### src/rtl/t_pulse_gen.sv
// Programmable toggle-enable generator feeding a T flip-flop: single-cycle t
// pulses every period cycles, either for a fixed count or until aborted.
module t_pulse_gen #(
  parameter int unsigned PER_W = 8,
  parameter int unsigned NUM_W = 8
) (
  input  logic             clk,
  input  logic             rst,
  input  logic             start,
  input  logic             abort,
  input  logic             continuous,
  input  logic [PER_W-1:0] period,
  input  logic [NUM_W-1:0] num_pulses,
  output logic             t,
  output logic             busy,
  output logic             done,
  output logic [NUM_W-1:0] pulses_left
);

  typedef enum logic [1:0] {
    S_IDLE = 2'd0,
    S_RUN  = 2'd1,
    S_DONE = 2'd2
  } state_t;

  state_t           r_state;
  logic [PER_W-1:0] r_cnt;
  logic [PER_W-1:0] r_per;
  logic             r_cont;
  logic             r_t;
  logic             r_busy;
  logic             r_done;
  logic [NUM_W-1:0] r_left;

  logic [PER_W-1:0] w_per_eff;
  logic             w_last;

  // A zero period is run as period 1, so r_per - 1 cannot wrap.
  assign w_per_eff = (period == '0) ? PER_W'(1) : period;
  assign w_last    = (r_cnt == r_per - PER_W'(1));

  always_ff @(posedge clk) begin
    if (!rst) begin
      r_state <= S_IDLE;
      r_cnt   <= '0;
      r_per   <= '0;
      r_cont  <= 1'b0;
      r_t     <= 1'b0;
      r_busy  <= 1'b0;
      r_done  <= 1'b0;
      r_left  <= '0;
    end else begin
      r_t    <= 1'b0;
      r_done <= 1'b0;
      case (r_state)
        S_IDLE: begin
          r_busy <= 1'b0;
          if (start && !abort) begin
            r_per  <= w_per_eff;
            r_cont <= continuous;
            r_cnt  <= '0;
            if (!continuous && (num_pulses == '0)) begin
              r_left  <= '0;
              r_state <= S_DONE;
            end else begin
              r_left  <= continuous ? '0 : num_pulses;
              r_busy  <= 1'b1;
              r_state <= S_RUN;
            end
          end
        end
        S_RUN: begin
          if (abort) begin
            r_busy  <= 1'b0;
            r_cnt   <= '0;
            r_left  <= '0;
            r_state <= S_IDLE;
          end else if (w_last) begin
            r_cnt <= '0;
            r_t   <= 1'b1;
            if (!r_cont) begin
              r_left <= r_left - NUM_W'(1);
              // busy stays high through the final t cycle and drops in DONE.
              if (r_left == NUM_W'(1)) begin
                r_state <= S_DONE;
              end
            end
          end else begin
            r_cnt <= r_cnt + PER_W'(1);
          end
        end
        S_DONE: begin
          r_busy  <= 1'b0;
          r_done  <= 1'b1;
          r_state <= S_IDLE;
        end
        default: begin
          r_busy  <= 1'b0;
          r_state <= S_IDLE;
        end
      endcase
    end
  end

  assign t           = r_t;
  assign busy        = r_busy;
  assign done        = r_done;
  assign pulses_left = r_left;

endmodule

### config.mk
export PLATFORM = sky130hd
export DESIGN_NAME = t_pulse_gen
export DESIGN_NICKNAME = d
export VERILOG_FILES = /design/src/rtl/t_pulse_gen.sv
export SDC_FILE = /design/constraint.sdc
export NUM_CORES = 1
export LEC_CHECK = 0
export CAP_MARGIN = 25
export CORE_AREA = 2 2 59 61
export DETAILED_ROUTE_END_ITERATION = 12
export DIE_AREA = 0 0 61 63
export PLACE_DENSITY = 0.89
export SLEW_MARGIN = 20
export SYNTH_ARGS = -nofsm -noshare
export SYNTH_HDL_FRONTEND = slang
export SYNTH_SLANG_ARGS = --single-unit
### constraint.sdc
create_clock -name clk -period 4.05 [get_ports clk]
set_input_delay 0.405 -clock clk [delete_from_list [all_inputs] [get_ports clk]]
set_output_delay 0.405 -clock clk [all_outputs]
set_load 0.02 [all_outputs]
-- After elaboration in Yosys (flattened, before gate mapping)
Index checks and enable logic that the tools add are counted.
- flip-flop bits (word level): 30
- bits in latches: 0
- memories: 0
- ROM bits: 0
- word-level logic and storage cells: 60
- output and inout bits: 11
- RAM bits: 0
- equality and inequality tests: 9
- add/sub/neg operators: 3
- bitwise gates (word level): 2
- mux-type cells: 25
- order comparisons: 0
- shifts and indexed selects: 0
- div/mod/pow operators: 0
- reduce and logical (&&, ||, !) cells: 13
- multiply operators: 0
- operators by type and width (kind ; number):
    $mux W8 ; 10
    $pmux W8 S2 ; 2
    $logic_not A8 Y1 ; 2
    $sub A8 B1 Y8 const B ; 2
    $mux W2 ; 6
    $ne A3 B3 Y1 const B ; 3
    $add A8 B1 Y8 const B ; 1
    $eq A8 B1 Y1 const B ; 1
    $eq A8 B8 Y1 ; 1
    $reduce_and A4 Y1 ; 2
    $mux W1 ; 5
    $ne A2 B2 Y1 const B ; 2
    $pmux W2 S2 ; 1
    $reduce_and A2 Y1 ; 2
    $reduce_or A3 Y1 ; 1
    $eq A2 B1 Y1 const B ; 1
    $eq A2 B2 Y1 const B ; 1
    $logic_and A1 B1 Y1 ; 2
    $logic_not A1 Y1 ; 2
    $logic_not A2 Y1 ; 1
    $not A1 Y1 ; 2
    $pmux W1 S2 ; 1
    $reduce_bool A2 Y1 ; 1

-- Longest topological paths before layout
- depth after elaboration: 6
- mapped depth: 10

-- Least setup slack after synthesis
No wires, ideal clock.
- path type: flip-flop to flip-flop
- start: register r_per[0]
- end: register r_left[6], in the netlist pulses_left[6]
- setup time: 0.116 ns
- required time: 3.934 ns
- cell stages (with the launch flop): 9
- path slack: 1.529 ns
- arrival time: 2.405 ns
- period minus slack after synthesis: 2.521 ns
- path through: dfxtp_1 -> inv_1 -> ha_1 -> xnor2_1 -> or4_1 -> a31oi_4 -> nand3_4 -> or4_1 -> a31o_1
- word-level cells in the longest chain between the ends: 4
- ends and longest elaborated chain (item ; line ; text):
    start, declared ; 28 ; logic [PER_W-1:0] r_per;
    start signal, assigned ; 59 ; r_per <= w_per_eff;
    $sub A8 B1 Y8 ; 40 ; assign w_last = (r_cnt == r_per - PER_W'(1));
    $eq A8 B8 Y1 ; 40 ;
    $ne A3 B3 Y1 (no source line) ; n/a ;
    $reduce_and A4 Y1 (no source line) ; n/a ;
    end signal, assigned ; 66 ; r_left <= continuous ? '0 : num_pulses;
    end signal, assigned ; 82 ; r_left <= r_left - NUM_W'(1);
    end, declared ; 33 ; logic [NUM_W-1:0] r_left;
Every way passes these cells.
A chain may end at the register's enable or synchronous reset.

-- Worst setup path after layout
Ends and elaborated chain as after synthesis.

==> metrics.md <==
| Metric | Value |
|---|---|
| Outcome | `complete, no violations` |
| Pin count of the biggest net entering global routing | `24` |
| TritonCTS clock tree | `built` |
| Synth top area share | `35.37%` |
| Number of antenna violations at the first check in global routing | `0` |
| ANT cells | `0` |
| Most numerous cell in the Yosys netlist | `nand2_1` |
| Die Y | `63 um` |
| Maximum single-stage delay on the critical path | `520 ps` |
| Most common flop cell mapped by yosys | `dfxtp_1` |
| H-tree levels | `2` |
| Ordered list of cells on the worst path | `inv_1 -> ha_1 -> xnor2_1 -> xnor2_1 -> or4_1 -> a31oi_4 -> nand3_4 -> or4_1 -> a31o_1` |
| Final critical-path required period | `2685 ps` |
| Leftover overflow at the end of global routing | `0` |
| Critical path launch point | `r_per[0]` |
| Post-detailed-route count of antenna-violating nets | `0` |
| Cell type group with the largest total delay on the critical path | `simple AND/OR/NAND/NOR gates` |
| Achievable frequency | `0.3725 GHz` |
| Critical path buffer and inverter count | `1` |
| Worst-path clk slew | `90 ps` |
| Worst R2R Start | `r_per[0]` |
| Number of clock sinks | `30` |
| Smallest setup slack after layout | `1365 ps` |
| Initial standard-cell utilization of the core | `52.54%` |
| HPWL after DPL | `3.097 mm` |
| Area of the multi-input gates | `1030 um2` |
| Final period util | `66.29%` |
| Arrival time at the worst endpoint | `2920 ps` |
| Root Buffer | `clkbuf_4` |
| Hold depth | `2` |
| Syn Nets | `245` |
| Internal power | `0.4875 mW` |
| Fillers | `278` |
| Endpoints failing setup | `0` |
| LEAKAGE | `0.7476 nW` |
| Cell types occupying the most area after synthesis | `dfxtp_1, nand2_1, a21oi_1` |
| Worst Tran Pin Value | `794.1 ps` |
| Sequential-to-total area share from yosys stat | `35.37%` |
| Sort of element at the start of the critical path | `flop` |
| Vias in the first global route | `1509` |
| Cell variety after synth | `40` |
| Ratio of cells with drive above 1 in the final layout | `5.929%` |
| Area of the core | `3232 um2` |
| Type of the worst min-delay path | `reg -> reg` |
| Final net count | `277` |
| Number of hold-repair buffers added at the cts stage | `0` |
| Capturing element of the worst setup path | `pulses_left[6]` |
| Post-place setup slack | `1378 ps` |
| Global-route wire length before repair | `6.969 mm` |
| Post-cts resize count | `0` |
| Number of optimization iterations in the first detailed-route pass | `4` |
| Post-synthesis cell type with the largest combined area | `dfxtp_1` |
| Routed wire length per instance | `13.69 um` |
| Buffer count from post-CTS setup fixing | `0` |
| Synthesized area divided by synthesized cell count | `7.718 um2` |
| Worst reg2reg setup slack | `1370 ps` |
| Setup repair after global routing missed its margin | `false` |
| R2r endpoint | `pulses_left[6]` |
| Net Sw Power | `0.1957 mW` |
| Worst hold-check slack | `479.4 ps` |
| Synth warnings | `0` |
| Met2 Use GR | `33.60%` |
| Area of the mapped netlist | `1698 um2` |
| Cell row count | `21` |
| CTS buffer count | `5` |
| First-iteration detailed-routing DRC count | `130` |
| Busiest grt layer | `met1` |
| Maximum buffer depth of the clock tree | `2` |
| Logic depth of the worst setup path including buffers | `9` |
| Critical-path cell with the highest stage delay | `or4_1` |
| Met1 usage in global routing | `34.70%` |
| Critical path required time | `4290 ps` |
| Setup TNS after final layout | `0 ps` |
| Die outline area | `3843 um2` |
| Port bufs | `31` |
| Final setup skew | `6.949 ps` |
| Max VDD drop | `0.1687 mV` |
| Average via count per standard cell | `5.839` |
| Proportion of synthesized flip-flops having asynchronous set or reset | `0%` |
| Layout area overhead | `25.06%` |
| Width of the die | `61 um` |
| Relative slew slack | `47.06%` |
| Share of power burned in registers | `46.9%` |
| Clock power share | `32.9%` |
| Final-report max-slew violation count | `0` |
| # IOs | `32` |
| Global router's overall resource usage | `24.23%` |
| # placed instances | `291` |
| Max Fanout on Critical Path | `9` |
| Max-cap viol count | `0` |
| Total power density per cell area | `321.8 nW/um2` |
| Leading post-synthesis cells by instance count | `nand2_1, dfxtp_1, a21oi_1, nor2_1, inv_1` |
| Share of total power consumed by net switching | `28.64%` |
| Post-Layout Inst Area | `2123 um2` |
| Final Routed Wirelength | `4.093 mm` |
| Syn Inst Count | `220` |
| Combinational Power Share | `20.2%` |
| Category of the most critical setup path | `reg -> reg` |
| Total placed instance area | `2044 um2` |
| Count of unresolved DRC violations after routing | `0` |
| Category of the worst setup path capture point | `flop` |
| Post-synth EDFFs | `0` |
| Worst r2r path cells | `9` |
| Routed vias | `1746` |
| GR met3 Demand/Resource | `8.282%` |
| Register bit count reported by yosys | `30` |
| Placer congestion estimate | `0.8875` |
| Area taken by flip-flops and latches | `600.6 um2` |
| Number of cells in the finished layout apart from fillers | `299` |
| Final hold vios | `0` |
| Skew-Pair Late Insertion Delay | `340 ps` |
[flip-flops by register name (all words and copies together), names as in the netlist]
name and flops:
busy 1, done 1, pulses_left 8, r_cnt 8, r_cont 1, r_per 8, r_state 2, t 1
[power groups by stage]
stage | Clock, mW | Combinational (mW) | Sequential, mW
after floorplan | 0 | 0.0797 | 0.330
after global placement | 0 | 0.133 | 0.327
after detailed placement | 0 | 0.136 | 0.327
after CTS | 0.229 | 0.137 | 0.320
after global routing | 0.245 | 0.152 | 0.322
final | 0.225 | 0.138 | 0.320
[worst min-delay path by stage]
stage | startpoint | end | slack, ps
final | r_per[7] | r_per[7] | 480
after global routing | r_per[7] | r_per[7] | 520
after CTS | r_per[7] | r_per[7] | 480
after detailed placement | r_per[7] | r_per[7] | 470
after global placement | r_per[7] | r_per[7] | 450
after floorplan | r_per[7] | r_per[7] | 450
[tightest hold or removal path: cells and delay by family, from the launching register on]
kind | cells | cell delay (ps)
DFF | 1 | 330
AOI/OAI and AO/OA | 1 | 50
and+or+nand+nor | 1 | 50
[routing by layer]
metal,vias to the layer above,share of wire (%)
met3,7,8.6
met2,77,46
met1,804,44
li1,858,-
met5,-,0
met4,0,1.8
[area by class of cell]
cell class / count / area share, %
Sequential cell: 30 / 28.29
Clock buffer: 8 / 3.712
Timing Repair Buffer: 32 / 14.85
Tap cell: 46 / 2.711
Multi-Input combinational cell: 172 / 48.50
Inverter: 11 / 1.945
[placed cells by master, fill, tap and decap left out, types with 3 or more instances in the layout]
cell type / count
a21oi_1: 23
a221oi_1: 4
a22oi_1: 3
a32oi_1: 3
clkbuf_4: 5
clkbuf_8: 3
clkdlybuf4s50_1: 31
dfxtp_1: 30
ha_1: 4
inv_1: 11
nand2_1: 33
nand2b_1: 6
nand3_1: 9
nor2_1: 23
nor3_1: 8
nor4_1: 6
o21ai_0: 5
o31ai_1: 4
or3_1: 3
xnor2_1: 9
[through the flow]
stage / power (mW) / utilization (%)
finish: 0.6832 / 65.70
global route: 0.7203 / 65.70
CTS: 0.6859 / 65.70
detailed placement: 0.4629 / 63.26
global placement: 0.4598 / 63.10
floorplan: 0.4097 / -
[cells by family after synthesis]
| group | count (synthesis) | share of synthesized area, % |
|---|---|---|
| xor+xnor | 11 | 5.675 |
| flops | 30 | 35.37 |
| mux | 1 | 0.5896 |
| compound gates | 53 | 20.93 |
| simple gates | 103 | 30.51 |
| fa+ha+maj | 4 | 2.948 |
| buf+inv | 18 | 3.980 |
Power figures use the tool's default switching activity.
